`config.mk`:
```
export PLATFORM = sky130hd
export DESIGN_NAME = addsub_pipe_flat
export DESIGN_NICKNAME = d
export VERILOG_FILES = /design/src/rtl/addsub_pipe_if.sv /design/src/rtl/addsub_pipe.sv /design/src/flat_wrapper.sv
export SDC_FILE = /design/constraint.sdc
export NUM_CORES = 1
export LEC_CHECK = 0
export BUFFER_PORTS_ARGS = -buffer_cell sky130_fd_sc_hd__buf_2
export CAP_MARGIN = 20
export CORE_MARGIN = 3
export CORE_UTILIZATION = 57
export CTS_BUF_LIST = sky130_fd_sc_hd__clkbuf_16
export CTS_CLUSTER_SIZE = 40
export DETAILED_ROUTE_END_ITERATION = 12
export PLACE_DENSITY = 0.85
export REMOVE_ABC_BUFFERS = 1
export SLEW_MARGIN = 30
export SYNTH_ARGS = -nofsm -noshare
export SYNTH_HDL_FRONTEND = slang
export SYNTH_SLANG_ARGS = --single-unit
```
`constraint.sdc`:
```
create_clock -name clk -period 3.5 [get_ports clk]
set_input_delay 0.35 -clock clk [delete_from_list [all_inputs] [get_ports clk]]
set_output_delay 0.35 -clock clk [all_outputs]
set_load 0.005 [all_outputs]
```
`src/rtl/addsub_pipe_if.sv`:
```
// Operand/result bus of the pipelined add/subtract unit.
// The issue side drives operands and out_ready; the unit drives results and in_ready.
interface addsub_pipe_if #(
    parameter int WIDTH = 8
);
    logic             in_valid;
    logic             in_ready;
    logic             op;
    logic [WIDTH-1:0] a;
    logic [WIDTH-1:0] b;
    logic             out_valid;
    logic             out_ready;
    logic [WIDTH-1:0] result;
    logic             cout;
    logic             ovf;
    logic             zero;
    logic             neg;

    modport master (
        output in_valid, op, a, b, out_ready,
        input  in_ready, out_valid, result, cout, ovf, zero, neg
    );

    modport slave (
        input  in_valid, op, a, b, out_ready,
        output in_ready, out_valid, result, cout, ovf, zero, neg
    );
endinterface

```
`src/rtl/addsub_pipe.sv`:
```
// Pipelined signed add/subtract with status flags and valid/ready flow control.
// Optional macro ADDSUB_SATURATE_EN clamps overflowed results to the signed limits.
module addsub_pipe #(
    parameter int WIDTH  = 8,
    parameter int STAGES = 2
) (
    input  logic         clk,
    input  logic         rst_n,
    addsub_pipe_if.slave bus
);
    localparam int MSB = WIDTH - 1;

    logic [WIDTH-1:0] b_eff;
    logic [WIDTH:0]   sum_d;
    logic [WIDTH-1:0] res_d;
    logic             cout_d;
    logic             ovf_d;
    logic             zero_d;
    logic             neg_d;

    logic             vld_q [STAGES];
    logic [WIDTH-1:0] res_q [STAGES];
    logic [3:0]       flg_q [STAGES];   // {cout, ovf, zero, neg}
    logic [STAGES-1:0] en;

`ifdef ADDSUB_SATURATE_EN
    // Overflow direction follows the sign of A: a non-negative A can only overflow upward.
    function automatic logic signed [WIDTH-1:0] sat_fn(
        input logic signed [WIDTH-1:0] raw,
        input logic                    ovf,
        input logic                    a_neg
    );
        logic signed [WIDTH-1:0] lim_max;
        logic signed [WIDTH-1:0] lim_min;
        lim_max = {1'b0, {(WIDTH-1){1'b1}}};
        lim_min = {1'b1, {(WIDTH-1){1'b0}}};
        if (!ovf) return raw;
        return a_neg ? lim_min : lim_max;
    endfunction
`endif

    // Stage 0 input: all arithmetic is resolved before the first register
    always_comb begin
        b_eff  = bus.op ? bus.b : ~bus.b;
        sum_d  = {1'b0, bus.a} + {1'b0, b_eff} + {{WIDTH{1'b0}}, ~bus.op};
        cout_d = sum_d[WIDTH];
        if (bus.op)
            ovf_d = (bus.a[MSB] == bus.b[MSB]) && (sum_d[MSB] != bus.a[MSB]);
        else
            ovf_d = (bus.a[MSB] != bus.b[MSB]) && (sum_d[MSB] != bus.a[MSB]);
`ifdef ADDSUB_SATURATE_EN
        res_d = sat_fn(sum_d[WIDTH-1:0], ovf_d, bus.a[MSB]);
`else
        res_d = sum_d[WIDTH-1:0];
`endif
        zero_d = (res_d == '0);
        neg_d  = res_d[MSB];
    end

    // A stage may load when it is empty or its contents move on this cycle.
    always_comb begin : en_chain
        logic chain;
        chain          = ~vld_q[STAGES-1] | bus.out_ready;
        en             = '0;
        en[STAGES-1]   = chain;
        for (int i = STAGES - 2; i >= 0; i--) begin
            chain = ~vld_q[i] | chain;
            en[i] = chain;
        end
    end

    // Stage 0 captures the computed beat; stages 1..STAGES-1 are pure delay
    always_ff @(posedge clk or negedge rst_n) begin
        if (!rst_n) begin
            for (int i = 0; i < STAGES; i++) begin
                vld_q[i] <= 1'b0;
                res_q[i] <= '0;
                flg_q[i] <= '0;
            end
        end else begin
            if (en[0]) begin
                vld_q[0] <= bus.in_valid;
                res_q[0] <= res_d;
                flg_q[0] <= {cout_d, ovf_d, zero_d, neg_d};
            end
            for (int i = 1; i < STAGES; i++) begin
                if (en[i]) begin
                    vld_q[i] <= vld_q[i-1];
                    res_q[i] <= res_q[i-1];
                    flg_q[i] <= flg_q[i-1];
                end
            end
        end
    end

    assign bus.in_ready  = en[0];
    assign bus.out_valid = vld_q[STAGES-1];
    assign bus.result    = res_q[STAGES-1];
    assign bus.cout      = flg_q[STAGES-1][3];
    assign bus.ovf       = flg_q[STAGES-1][2];
    assign bus.zero      = flg_q[STAGES-1][1];
    assign bus.neg       = flg_q[STAGES-1][0];
endmodule

```
`src/flat_wrapper.sv`:
```
// flat-port wrapper written by rule: the top's interface ports become plain ports
module addsub_pipe_flat 
#(
    parameter int WIDTH  = 8,
    parameter int STAGES = 2
)
  (clk, rst_n, bus_in_valid, bus_op, bus_a, bus_b, bus_out_ready, bus_in_ready, bus_out_valid, bus_result, bus_cout, bus_ovf, bus_zero, bus_neg);
  addsub_pipe_if #(.WIDTH(WIDTH)) bus_i ();
  input  logic clk;
  input  logic rst_n;
  input wire logic [$bits(bus_i.in_valid)-1:0] bus_in_valid;
  input wire logic [$bits(bus_i.op)-1:0] bus_op;
  input wire logic [$bits(bus_i.a)-1:0] bus_a;
  input wire logic [$bits(bus_i.b)-1:0] bus_b;
  input wire logic [$bits(bus_i.out_ready)-1:0] bus_out_ready;
  output wire logic [$bits(bus_i.in_ready)-1:0] bus_in_ready;
  output wire logic [$bits(bus_i.out_valid)-1:0] bus_out_valid;
  output wire logic [$bits(bus_i.result)-1:0] bus_result;
  output wire logic [$bits(bus_i.cout)-1:0] bus_cout;
  output wire logic [$bits(bus_i.ovf)-1:0] bus_ovf;
  output wire logic [$bits(bus_i.zero)-1:0] bus_zero;
  output wire logic [$bits(bus_i.neg)-1:0] bus_neg;
  assign bus_i.in_valid = bus_in_valid;
  assign bus_i.op = bus_op;
  assign bus_i.a = bus_a;
  assign bus_i.b = bus_b;
  assign bus_i.out_ready = bus_out_ready;
  assign bus_in_ready = bus_i.in_ready;
  assign bus_out_valid = bus_i.out_valid;
  assign bus_result = bus_i.result;
  assign bus_cout = bus_i.cout;
  assign bus_ovf = bus_i.ovf;
  assign bus_zero = bus_i.zero;
  assign bus_neg = bus_i.neg;
  addsub_pipe #(.WIDTH(WIDTH), .STAGES(STAGES)) u_core (.clk(clk), .rst_n(rst_n), .bus(bus_i));
endmodule
```
# Word level (Yosys, flattened, before mapping)
# Cells that the tools add are included.
[totals]
reg_bits = 26
latch_bits = 0
mem_bits_rw = 0
mem_bits_ro = 0
out_inout_bits = 14
elab_cells = 22
n_memories = 0
[classes]
addsub = 2
multipliers = 0
n_div = 0
magnitude_cmp = 0
eq_ne = 3
shift = 0
muxes = 2
bitwise_logic = 6
n_reduce_logical = 3
[op_table]
columns = ["cell", "n"]
rows = [
  ["8-bit by 8-bit adder with 9-bit output", 1],
  ["9-bit by 1-bit adder with 9-bit output", 1],
  ["8-bit zero test", 1],
  ["8-bit two-way mux", 1],
  ["8-bit inverter", 1],
  ["1-bit inverter", 3],
  ["1-bit logical AND", 2],
  ["1-bit inequality test", 2],
  ["1-bit OR", 2],
  ["1-bit equality test", 1],
  ["1-bit two-way mux", 1],
]

# Logic depth before layout (Yosys ltp)
[depth]
word_depth = 7
ltp_mapped = 9
depth_no_buf = 8

# Worst setup path before layout
# No wires, ideal clock.
[synth_timing]
path_kind = "input to register"
from = "input bus_op"
to = "register u_core.flg_q[5] (netlist bit)"
setup_ns = 0.121
arrival_ns = 2.386
required_ns = 3.379
setup_slack_ns = 0.993
cell_stages = 9
n_path_buf = 1
cell_sequence = "buf_6 -> and2b_4 -> or2_2 -> fa_1 -> nand2b_1 -> a211oi_1 -> nor4_1 -> or3_1 -> a32o_2"
[synth_via]
elab_chain_len = 4
[synth_lines]
columns = ["item", "line_no", "rtl"]
rows = [
  ["start: declaration", "flat_wrapper.sv:12", "input wire logic [$bits(bus_i.op)-1:0] bus_op;"],
  ["8-bit two-way mux", "addsub_pipe.sv:44", "b_eff = bus.op ? bus.b : ~bus.b;"],
  ["8-bit by 8-bit adder with 9-bit output", "addsub_pipe.sv:45", "sum_d = {1'b0, bus.a} + {1'b0, b_eff} + {{WIDTH{1'b0}}, ~bus.op};"],
  ["9-bit by 1-bit adder with 9-bit output (*)", "addsub_pipe.sv:45", ""],
  ["8-bit zero test (*)", "addsub_pipe.sv:56", "zero_d = (res_d == '0);"],
  ["end signal: indexed assignment", "addsub_pipe.sv:90", "flg_q[i] <= flg_q[i-1];"],
  ["end: declaration", "addsub_pipe.sv:23", "logic [3:0] flg_q [STAGES];"],
]
# Mark *: on every way between the ends. The rest lies on a longest branch, timed or not.
# A chain may end at the register's enable or synchronous reset.

# Final worst setup path
# Same ends and word-level chain as after synthesis.

==> metrics.csv <==
stage,metric,value,unit
synth,syn-instance-count,144,
power,switching_share,29.0,%
clock_tree,cts_buffers,3,
sta,period_share,70.5,%
synth,async_reset_ff_share,100,%
synth,synth_area,1460,µm²
routing,routed_wl,2790,µm
global_routing,grt_pass1_vias,1065,
run,maxCapViolations,0,
clock_tree,clock_latency,250,ps
synth,ys_top_cells_by_area,"dfrtp_1 (41%), mux2_2 (8.5%), ha_1 (6.0%)",
critical_path,cp.arrival,2610,ps
clock_tree,cts_max_path_buffers,2,
clock_tree,cts_tree,yes,
synth,ys_ff_latch,24,
sta,relSlewSlack,63.5,%
die,die_h,56.7,µm
global_routing,grt-ovfl-total,0,
global_routing,grt_pass1_wl,4620,µm
placed_design,portBuffers,34,
layout,fin_nets,200,
sta,setup_viol,0,
clock_tree,cts_setup_buffers,0,
synth,synth_top_area_share,41.0,%
critical_path,r2r_start,u_core.bus.out_valid,
sta,grt_setup_unrepaired,false,
die,num_rows,17,
placed_design,gp_congestion,0.890,
routing,detail-route-antenna-nets,0,
die,die_w,56.7,µm
power,clock_power_share,26.8,%
clock_tree,htreeDepth,1,
routing,route.detailed.wl_per_inst,14.1,µm
die,pin_count,35,
sta,fmax,0.405,GHz
power,switching_power,258,µW
critical_path,critPathMaxFanout,8,
hold_path,min_path_type,input pin to async pin,
power,seqPwrFrac,42.6,%
sta,finClkSkew,3.85,ps
clock_tree,hold_buffers,0,
routing,num_vias,1097,
power,vdd_ir_drop_max,0.365,mV
synth,yosysUniqueCellTypes,43,
power,combPwrFrac,30.5,%
routing,drtIter0Drc,21,
critical_path,worstSetupStartpointType,input pin,
die,start_util,63.1,%
synth,synth-main-ff-cell,dfrtp_1,
sta,layout_min_cycle_time,2470,ps
critical_path,path_class,input pin to register,
synth,synth_area_leader_cell,dfrtp_1,
critical_path,r2r-end,u_core.flg_q[5],
power,p_total,888,µW
global_routing,grt.total_usage,18.4,%
die,design.die.area,3210,µm²
sta,finalMaxSlewViolations,0,
routing,route.detailed.drc,0,
critical_path,end_kind,register,
synth,syn_area_per_cell,10.2,µm²
clock_tree,cts_root_buffer,clkbuf_16,
power,power.internal,630,µW
power,power_density,535,nW/µm²
power,p_leak,0.000778,µW
global_routing,antenna_found_initial,0,
placed_design,hpwl,2110,µm
clock_tree,post_cts_resized,0,
sta,finalHoldViolCount,0,
sta,tightestPinTransition,548,ps
die,fp.coreArea,2320,µm²
synth,synth_edf_count,0,
layout,layout-drive-gt1-share,36.1,%
clock_tree,cts.clk_slew.worst_paths,60,ps
clock_tree,cts_sinks,24,
critical_path,rrSetupSlack,1940,ps
routing,firstDrtPassIters,4,
synth,yosys_warnings,0,
layout,area_growth_syn_to_layout,13.4,%
sta,finalSetupTns,0,ps
critical_path,r2r.worst_path.cells,5,
outcome,outcome,finished clean,
routing,avgViaCountPerCell,5.57,
synth,yosysSeqAreaShare,41.0,%
layout,diodes,0,
critical_path,cp.required,3650,ps
global_routing,grt_max_degree,25,
==> placed cells by master, fill, tap and decap left out, types with 2 or more instances in the layout <==
cell / n
o31ai_1: 2
or3_1: 3
nand3_1: 5
nor2_1: 10
nand2b_1: 4
ha_1: 7
dfrtp_1: 24
buf_2: 34
clkbuf_16: 3
xnor2_1: 9
o21ai_0: 6
mux2_2: 11
or2_2: 2
a21oi_1: 5
nand2_1: 16
inv_1: 4
==> sequential cells by signal, summed over array words and instances, names as in the netlist <==
signal and count:
u_core.res_q 7, u_core.bus.result 7, u_core.flg_q 4, u_core.bus.ovf 1, u_core.vld_q 1, u_core.bus.zero 1, u_core.bus.neg 1, u_core.bus.out_valid 1
u_core.bus.cout 1
==> metrics by stage <==
| step | worst slack, ps | area [µm²] | util [%] | hold slack, ps | cells |
|---|---|---|---|---|---|
| after floorplan | 1040 | 1380 | - | 54.4 | 132 |
| after global placement | 853 | 1590 | 68.4 | 346 | 194 |
| after detailed placement | 767 | 1590 | 68.4 | 351 | 194 |
| after CTS | 1030 | 1660 | 71.6 | 83.2 | 197 |
| after global routing | 958 | 1660 | 71.6 | 113 | 197 |
| final | 1030 | 1660 | 71.6 | 64.8 | 197 |
==> logic make-up after synthesis <==
logic type                 Yosys count  share of synthesized area (%)
buffers and inverters               17                           7.01
xor gates and xnor gates            10                           5.98
and+or+nand+nor                     48                           17.2
muxes                               11                           8.46
DFF                                 24                           41.0
AOI/OAI and AO/OA                   26                           13.0
adders and majority gates            8                           7.35
==> worst max path at each step <==
stage,startpoint,endpoint,slack (ps)
after floorplan,bus_a[0],u_core.flg_q[5],1040
after global placement,bus_op,u_core.flg_q[5],850
after detailed placement,bus_op,u_core.flg_q[5],770
after CTS,bus_op,u_core.flg_q[5],1030
after global routing,bus_op,u_core.flg_q[5],960
final,bus_op,u_core.flg_q[5],1030
==> worst max-delay path, stage by stage <==
cell      delay [ps]
buf_2            170
and2b_4          210
or2_2            290
fa_1             400
nand2b_1         190
a211oi_1         290
nor4_1            80
or3_1            360
a32o_2           270
==> per-layer routing <==
layer	routed length, µm	share of wire, %	vias up	GRT usage, %
met4	64	2.3	0	8.81
met5	0	0	-	0
met1	1240	45	500	23.0
li1	-	-	556	-
met3	137	4.9	7	2.76
met2	1340	48	34	30.9
==> power by group through the flow <==
| stage | sequential [µW] | clock [µW] | combinational [µW] |
|---|---|---|---|
| floorplan | 382 | 0 | 170 |
| global placement | 378 | 0 | 258 |
| detailed placement | 383 | 0 | 269 |
| CTS | 380 | 240 | 274 |
| global route | 386 | 255 | 302 |
| finish | 379 | 238 | 271 |
==> area by class of cell <==
cell class              count  area (µm²)
clock buffers               3        75.1
fillers                   180         658
inverters                   5        18.8
multi-input cells         103         761
flip-flops and latches     24         601
well taps                  28        35.0
repair buffers             34         170
==> synth_stat cells, types with 3 or more instances <==
| library cell | number |
|---|---|
| o21ai_0 | 6 |
| xnor2_1 | 9 |
| nand2_1 | 16 |
| ha_1 | 7 |
| nand3_1 | 5 |
| mux2_2 | 11 |
| buf_4 | 8 |
| dfrtp_1 | 24 |
| nor2_1 | 10 |
| inv_1 | 4 |
| a21oi_1 | 5 |
| nand2b_1 | 4 |
| or3_1 | 3 |
Note: power is estimated with default switching activity, not from simulation.
